[config.mk]
export PLATFORM = sky130hd
export DESIGN_NAME = mem_stage
export DESIGN_NICKNAME = d
export VERILOG_FILES = /design/src/rtl/mem_stage.sv
export SDC_FILE = /design/constraint.sdc
export NUM_CORES = 1
export LEC_CHECK = 0
export ABC_AREA = 1
export CORE_MARGIN = 2
export CORE_UTILIZATION = 40
export CTS_CLUSTER_DIAMETER = 80
export CTS_CLUSTER_SIZE = 10
export DETAILED_ROUTE_END_ITERATION = 6
export PLACE_DENSITY = 0.75
export REMOVE_ABC_BUFFERS = 1
export SKIP_CTS_REPAIR_TIMING = 1
export SLEW_MARGIN = 20
export SYNTH_ARGS = -nofsm -noshare
export SYNTH_HDL_FRONTEND = slang
export SYNTH_SLANG_ARGS = --single-unit
[constraint.sdc]
create_clock -name clk -period 1.46 [get_ports clk]
set_input_delay 0.292 -clock clk [delete_from_list [all_inputs] [get_ports clk]]
set_output_delay 0.292 -clock clk [all_outputs]
set_load 0.02 [all_outputs]
[src/rtl/mem_stage.sv]
// mem_stage: MEM pipeline stage issuing data-memory requests and holding the MEM/WB register.
// Stores write exactly once while stalled; load/store counters saturate; err_rw flags read+write together.
module mem_stage #(
    parameter int CNT_W = 16
) (
    input  logic             clk,
    input  logic             rst_n,
    input  logic             ex_valid,
    input  logic             ex_re,
    input  logic             ex_we,
    input  logic [15:0]      ex_alu,
    input  logic [15:0]      ex_wdata,
    input  logic             ex_wb_en,
    input  logic [3:0]       ex_wb_reg,
    input  logic             stall,
    input  logic             flush,
    output logic [15:0]      dm_addr,
    output logic             dm_re,
    output logic             dm_we,
    output logic [15:0]      dm_wdata,
    input  logic [15:0]      dm_rdata,
    output logic             wb_valid,
    output logic             wb_en,
    output logic [3:0]       wb_reg,
    output logic [15:0]      wb_data,
    output logic             mem_ld,
    output logic [3:0]       mem_reg,
    output logic [CNT_W-1:0] ld_cnt,
    output logic [CNT_W-1:0] st_cnt,
    output logic             err_rw
);
    logic        m_valid, m_re, m_we, m_wb_en, m_done;
    logic [15:0] m_alu, m_wdata;
    logic [3:0]  m_wb_reg;
    logic        w_illegal;

    assign w_illegal = m_valid & m_re & m_we;
    assign dm_re     = m_valid & m_re & ~m_we;
    // m_done marks a stalled store that has already written memory
    assign dm_we     = m_valid & m_we & ~m_re & ~m_done;
    assign dm_addr   = m_alu;
    assign dm_wdata  = m_wdata;
    assign mem_ld    = dm_re;
    assign mem_reg   = m_wb_reg;

    always_ff @(posedge clk or negedge rst_n) begin
        if (!rst_n) begin
            m_valid  <= 1'b0;
            m_re     <= 1'b0;
            m_we     <= 1'b0;
            m_alu    <= '0;
            m_wdata  <= '0;
            m_wb_en  <= 1'b0;
            m_wb_reg <= '0;
            m_done   <= 1'b0;
            wb_valid <= 1'b0;
            wb_en    <= 1'b0;
            wb_reg   <= '0;
            wb_data  <= '0;
            ld_cnt   <= '0;
            st_cnt   <= '0;
            err_rw   <= 1'b0;
        end else begin
            if (flush)
                m_valid <= 1'b0;
            else if (!stall) begin
                m_valid  <= ex_valid;
                m_re     <= ex_re;
                m_we     <= ex_we;
                m_alu    <= ex_alu;
                m_wdata  <= ex_wdata;
                m_wb_en  <= ex_wb_en;
                m_wb_reg <= ex_wb_reg;
                m_done   <= 1'b0;
            end else if (dm_we)
                m_done <= 1'b1;
            if (!stall) begin
                wb_valid <= m_valid & ~w_illegal;
                wb_en    <= m_wb_en & m_valid & ~w_illegal;
                wb_reg   <= m_wb_reg;
                wb_data  <= m_re ? dm_rdata : m_alu;
            end else begin
                wb_valid <= 1'b0;
                wb_en    <= 1'b0;
            end
            if (!stall && dm_re && !(&ld_cnt))
                ld_cnt <= ld_cnt + 1'b1;
            if (dm_we && !(&st_cnt))
                st_cnt <= st_cnt + 1'b1;
            if (w_illegal)
                err_rw <= 1'b1;
        end
    end
endmodule

After elaboration in Yosys (flattened, before gate mapping)
Cells that the tools add are included.
{ "totals": {"output_inout_bits": 94, "ram_bits": 0, "register_bits": 96, "rom_bits": 0, "in_bits": 60, "latchBits": 0, "mem_count": 0, "elab_cells": 51} }
{ "classes": {"shifts": 0, "addsub": 2, "bitwise_logic": 15, "order_cmp": 0, "multipliers": 0, "n_mux": 7, "reduce_logical": 10, "eq_ne": 2, "n_div": 0} }
{ "op_table": {"columns": ["cell", "count"], "rows": [
  ["16-bit by 1-bit adder with 16-bit output (second input constant)", 2],
  ["16-bit AND reduction", 2],
  ["16-bit two-way mux", 1],
  ["1-bit AND", 9],
  ["1-bit two-way mux", 6],
  ["1-bit inverter", 6],
  ["2-bit by 1-bit != test with 1-bit output (second input constant)", 2],
  ["2-bit AND reduction", 2],
  ["1-bit logical AND", 3],
  ["1-bit logical NOT", 3]
]} }

Depth between registers and ports, before layout
Gate-level depths: netlist of the first run.
{ "logic_depth": {"depth_word": 5, "depth_mapped": 10} }

Worst setup path before layout of the first run
Ideal clock, no wire load.
{ "synth_timing": {"path_type": "reg2reg", "startpoint": "register ld_cnt[0]", "endpoint": "register ld_cnt[6]", "path_stages_with_launch": 11, "path_slack_ns": -0.120, "arrival_ns": 1.458, "required_time_ns": 1.338, "path_cell_list": "dfrtp_1 > ha_1 > nand3_2 > inv_1 > nand2_1 > clkinv_1 > nand2_4 > nand2_4 > buf_6 > nand2_1 > o21ai_2"} }
{ "synth_via": {"elab_chain_len": 3, "elab_cells_between_ends": 4} }
{ "synth_rtl": {"columns": ["item", "line_no", "text"], "rows": [
  ["start: declaration", "28", "output logic [CNT_W-1:0] ld_cnt,"],
  ["start signal: assignment", "87", "ld_cnt <= ld_cnt + 1'b1;"],
  ["branches (longest 3 deep; another with 16-bit by 1-bit adder with 16-bit output)", null, null]
]} }
Parallel ways; which one is timed is not known.
A chain may end at the register's enable or synchronous reset.

Final worst setup path of the first run
{ "layout_timing": {"startpoint": "register m_re", "endpoint": "output port dm_we"} }
{ "layout_via": {"elab_chain_len": 3} }
{ "layout_rtl": {"columns": ["item", "line_no", "text"], "rows": [
  ["start: declaration", "32", "logic m_valid, m_re, m_we, m_wb_en, m_done;"],
  ["start signal: assignment", "68", "m_re <= ex_re;"],
  ["1-bit inverter", "40", "assign dm_we = m_valid & m_we & ~m_re & ~m_done;"],
  ["1-bit AND (2 in series)", "40", null],
  ["end: declaration", "19", "output logic dm_we,"]
]} }
Every way passes these cells.

==> impl_results.md, run 1 <==
* Worst Setup Slack, final at -0.0415 ns
* Synth Flop Type: dfrtp_1
* Synth Register Bits at 96
* Min-Delay Path Class: in2async
* Layout Skew at ~0.011 ns
* Worst-Margin Slew at approximately 0.34 ns
* Final design utilization at 0.653
* Number of global-route vias before repair at ~4000
* Total CTS buffers at 9
* CTS root buf: clkbuf_16
* RSZ-0062 raised after global routing: true
* Setup TNS at -0.0415 ns
* Total Wirelength at between 10000 and 15000 um
* Critical path capture point type: output port
* GRT overflow at 0
* Most frequent cells in the layout: 140 x nand2_1, 91 x dlymetal6s2s_1, 89 x dfrtp_1, 58 x clkdlybuf4s50_1
* Worst-path cell chain: buf_4 > clkinv_2 > nand4_4 > inv_2 > buf_6
* CTS tree: built
* Later-pin clock latency in the skew report at 0.33 ns
* Hold Vio Cnt, Final at 0
* Worst Setup Path Type: reg2out
* Distinct cells, synth at 32
* Failing checks: negative setup slack
* Iteration-0 DRC count of the detailed router at 115
* Die width at approximately 110 um
* CP Launch Type: flip-flop
* Number of synthesized flops with an enable pin at 0
* H-Tree Depth at 3
* Remaining antenna violation count after routing at 0
* Slew headroom at 0.774
* Commonest non-fill, non-tap cell in the layout: nand2_1
* Die footprint at 12200 um^2
* Final setup viols at 1
* Lkg Pwr at between 4 and 5 nW
* Vias/cell at about 4.9
* Yosys top cell area share at 0.529
* Area Overhead vs Synth at 57.8%
* Worst Path Required at 1.17 ns
* CTS Sinks at 96
* Buffer depth of the longest clock path at 2
* Ys Warns at 0
* Crit-path slowest cell: dfrtp_1
* Achievable Freq at between 600 and 700 MHz
* Post-synthesis sequential area ratio at 0.529
* VDD IR max at around 0.70 mV
* Slowest Stage Delay on Critical Path at around 0.42 ns
* Vias at ~4100
* GRT Overall Usage at 0.194
* ANT cells at 0
* DRC violations left at 0
* Status: complete, but fails checks
* First-pass GRT wire length at approximately 20000 um
* Hold_ws at just over 0.4 ns
* Top Metal Used: met4
* Pwr dens at 1090 nW/um^2
* Placement Cell Area at 6450 um^2
* Max-cap violation count at 0
* DR WL/cell at approximately 15 um
* Main area contributors after synthesis: dfrtp_1 53%, nand2_1 12%, mux2_2 7.9%
* Layout cell share with drive strength beyond 1 at 0.220
* Mean Syn Cell Area at ~9.1 um^2
* Nets at 757
* Post-Syn Area at about 4500 um^2
* Initial antenna violation count at 0
* Clk pin slew, worst setup/hold paths at about 0.07 ns
* DR pass1 iterations at 4
* Fin. max-slew vios at 0
* Port Buf Inserts at 153
* Final period util at 1.03
* Met1 WL at 4920 um
* Largest net degree at the start of global routing at 42
* Met3 wire length at between 900 and 1000 um
* Post-layout instance area at roughly 7000 um^2
* Die Height at ~110 um
* GP Congestion at 0.845
* Core Region at approximately 11000 um^2
* Initial core utilization at 0.414
* Ports at around 150
* Synthesized instance count at about 500
* FP Rows at 38
* Data arrival time of the critical path at 1.21 ns
* DP HPWL at ~9000 um
* CP max FO at 4
* Cell taking the most area after synthesis: dfrtp_1
* Ys async rst share at 1.00
* Time the worst path needs with I/O delays and setup at approximately 1.5 ns
* Met2 Wirelength at about 6300 um
* Overall power at around 7.8 mW
==> stage by stage <==
| stage | instances | setup WS, ns |
|---|---|---|
| after global placement | 814 | -0.176 |
| after detailed placement | 814 | -0.209 |
| after floorplan | 487 | -1.13 |
| final | 840 | -0.0415 |
| after CTS | 830 | -0.479 |
| after global routing | 840 | -0.104 |
==> report_power, final <==
part,total [mW],switching (mW),internal [mW]
clock,2.35,1.01,1.34
sequential,3.29,0.276,3.01
combinational,2.21,1.12,1.09
total,7.85,2.41,5.44
==> routing by layer <==
layer	up-vias	GRT usage
li1	2001	-
met1	1997	0.226
met2	134	0.339
met3	12	0.0653
met4	0	0.0592
met5	-	0
==> final timing paths <==
| path | slack, ns | end | start | depth (start not counted) |
|---|---|---|---|---|
| setup / recovery | -0.04 | dm_we | m_re | 5 |
| hold / removal | 0.41 | mem_reg[3] | rst_n | 2 |
| setup reg to reg | 0.07 | st_cnt[15] | m_re | 8 |
| hold reg to reg | 0.49 | err_rw | err_rw | 1 |
| max in group asynchronous | 0.49 | ld_cnt[5] | rst_n | 3 |
| min in group clk | 0.49 | err_rw | err_rw | 1 |
==> layout make-up <==
| class | instances | area (um^2) |
|---|---|---|
| sequential | 96 | 2410 |
| multi-input combinational | 350 | 2010 |
| clock inverter | 6 | 66.3 |
| timing repair buffer | 196 | 2120 |
| fill | 866 | 3810 |
| clock buffer | 10 | 229 |
| inverter | 42 | 159 |
| tap | 140 | 175 |
==> Yosys cell counts, types with 3 or more instances <==
cell type,count
dfrtp_1,96
a21oi_1,33
nor2_2,4
nand2_4,3
xnor2_1,6
buf_4,4
inv_2,4
nand2_2,3
buf_6,3
buf_2,3
xor2_1,6
nand2_1,144
mux2_2,32
nor2_1,52
inv_1,36
nand4_1,11
nand3_1,14
o21ai_0,20
clkbuf_1,4
o21ai_2,6
nor2_4,4
==> worst max-delay path: cells and delay by family (launching register included) <==
family | cells | cell delay (ns)
flip-flops | 1 | 0.42
AND/OR/NAND/NOR | 1 | 0.07
buffers and inverters | 4 | 0.37
==> kinds of logic (layout without fill, tap and decap cells) <==
logic type | after synthesis | after routing | synth area share
compound gates | 61 | 61 | 0.0727
mux | 32 | 32 | 0.0793
fa+ha+maj | 2 | 2 | 0.00551
xor+xnor | 12 | 12 | 0.0231
flops | 96 | 96 | 0.529
buf+inv | 57 | 254 | 0.0564
simple gates | 242 | 243 | 0.234
Note: power is estimated with default switching activity, not from simulation.
==> inputs of run 2 (changes only) <==
TNS_END_PERCENT = 10   (was default)
==> impl_results.md, run 2 (synthesized netlist as in run 1, its figures left out) <==
* Max-cap violation count at 0 (unchanged)
* CTS tree: built
* Pwr dens at 1110 nW/um^2 (+1.1%)
* Initial core utilization at 0.414 (unchanged)
* Worst Path Required at 1.17 ns (about the same)
* CP max FO at 4 (unchanged)
* Most frequent cells in the layout: 142 x nand2_1, 92 x dfrtp_1, 91 x dlymetal6s2s_1, 58 x clkdlybuf4s50_1, 40 x nor2_1
* Die Height at 111 um (unchanged)
* Worst Setup Slack, final at 0.0367 ns (+0.0783 ns)
* Placed insts at 814 (unchanged)
* Port Buf Inserts at 153 (unchanged)
* ANT cells at 0 (unchanged)
* Final design utilization at 0.644 (-0.00923)
* VDD IR max at 0.698 mV (-0.30%)
* Buffer depth of the longest clock path at 2 (unchanged)
* RSZ-0062 raised after global routing: true
* Later-pin clock latency in the skew report at 0.33 ns (about the same)
* DRC violations left at 0 (unchanged)
* Final setup viols at 0 (-1)
* Data arrival time of the critical path at 1.13 ns (-0.08 ns)
* Time the worst path needs with I/O delays and setup at 1.42 ns (-0.0783 ns)
* Placement Setup Slack at -0.209 ns (unchanged)
* Die width at 111 um (unchanged)
* Iteration-0 DRC count of the detailed router at 139 (+21%)
* Placement Cell Area at 6450 um^2 (unchanged)
* Clk pin slew, worst setup/hold paths at 0.07 ns (about the same)
* GP Congestion at 0.845 (unchanged)
* Remaining antenna violation count after routing at 0 (unchanged)
* GRT overflow at 0 (unchanged)
* Initial antenna violation count at 0 (unchanged)
* DR WL/cell at 14.5 um (-1.1%)
* Lkg Pwr at 4.08 nW (-0.89%)
* Achievable Freq at 703 MHz (+5.5%)
* Fin. max-slew vios at 0 (unchanged)
* Worst-Margin Slew at 0.338 ns (-0.000299 ns)
* Reg area at 2410 um^2 (-0.16%)
* H-Tree Depth at 3 (unchanged)
* Die footprint at 12200 um^2 (unchanged)
* DP HPWL at 9050 um (unchanged)
* Vias/cell at 4.90 (-0.72%)
* Vias at 4075 (-1.7%)
* Layout fillers at 881 (+1.7%)
* Largest net degree at the start of global routing at 42 (unchanged)
* CTS root buf: clkbuf_16
* Core Region at 11000 um^2 (unchanged)
* Ports at 154 (unchanged)
* Nets at 749 (-1.1%)
* DR pass1 iterations at 5 (+1)
* Layout Skew at 0.0113 ns (+0.000458 ns)
* Worst Setup Path Type: reg2out
* Final period util at 0.975 (-0.0536)
* Number of global-route vias before repair at 4080 (unchanged)
* Critical path capture point type: output port
* CP Launch Type: flip-flop
* GRT Overall Usage at 0.194 (unchanged)
* Overall power at 7.82 mW (-0.31%)
* Area occupied by multi-input gates at 1960 um^2 (-2.2%)
* FP Rows at 38 (unchanged)
* Min-Delay Path Class: in2async
* Post-layout instance area at 7070 um^2 (-1.4%)
* Layout cell share with drive strength beyond 1 at 0.199 (-0.0206)
* Status: finished clean
* Commonest non-fill, non-tap cell in the layout: nand2_1
* Area Overhead vs Synth at 55.6%
* Slew headroom at 0.774 (about the same)
* CTS Sinks at 96 (unchanged)
* Total CTS buffers at 9 (unchanged)
* Total Wirelength at 12100 um (-2.0%)
* First-pass GRT wire length at 19700 um (unchanged)
* Hold Vio Cnt, Final at 0 (unchanged)
* Post-Layout Cell Count at 832 (-0.95%)
[run 2: changes by cell type in the layout (fill, tap and decap cells not counted), sizes merged]
cell    previous run  this run
nor2              61        60
clkbuf            11        10
buf               45        39
[run 2: power by group]
part / switching [mW] / internal [mW]
clock network: 1.00 / 1.34
registers: 0.274 / 3.01
logic: 1.11 / 1.08
total: 2.39 / 5.43
[run 2: area by class of cell]
class | count | area share
Sequential cell | 96 | 0.340
Multi-Input combinational cell | 349 | 0.278
Inverter | 42 | 0.0225
Tap cell | 140 | 0.0248
Clock buffer | 10 | 0.0324
Clock inverter | 6 | 0.00938
Timing Repair Buffer | 189 | 0.293
[run 2: path summary, 6_finish.rpt]
| path | from | end | slack (ns) | cells past startpoint |
|---|---|---|---|---|
| worst max-delay path | m_re | dm_re | 0.04 | 3 |
| worst min-delay path | rst_n | mem_reg[3] | 0.42 | 2 |
| worst max register to register | st_cnt[0] | st_cnt[4] | 0.04 | 9 |
| worst min register to register | err_rw | err_rw | 0.49 | 1 |
| max in group asynchronous | rst_n | ld_cnt[5] | 0.49 | 3 |
| min in group clk | err_rw | err_rw | 0.49 | 1 |
[run 2: through the flow]
step                setup TNS [ns]  hold slack (ns)
CTS                         -18.09           -0.141
finish                           0            0.415
detailed placement           -7.66            0.219
global placement             -6.12            0.217
floorplan                   -47.10         -0.00359
global route                -0.346            0.436
[run 2: routing by layer]
metal  vias to the layer above  global-route usage  wire (um)  share of wire
met4                         0              0.0592        163          0.013
met2                       128               0.339       6200           0.51
li1                       1985                   -          -              -
met1                      1948               0.226       4800           0.40
met5                         -                   0          0              0
met3                        14              0.0653        915          0.076
[run 2: worst max-delay path: stages, from the launching register on]
cell and delay (ns):
dfrtp_1 0.42, nand2_2 0.10, nor2_4 0.14, buf_6 0.14
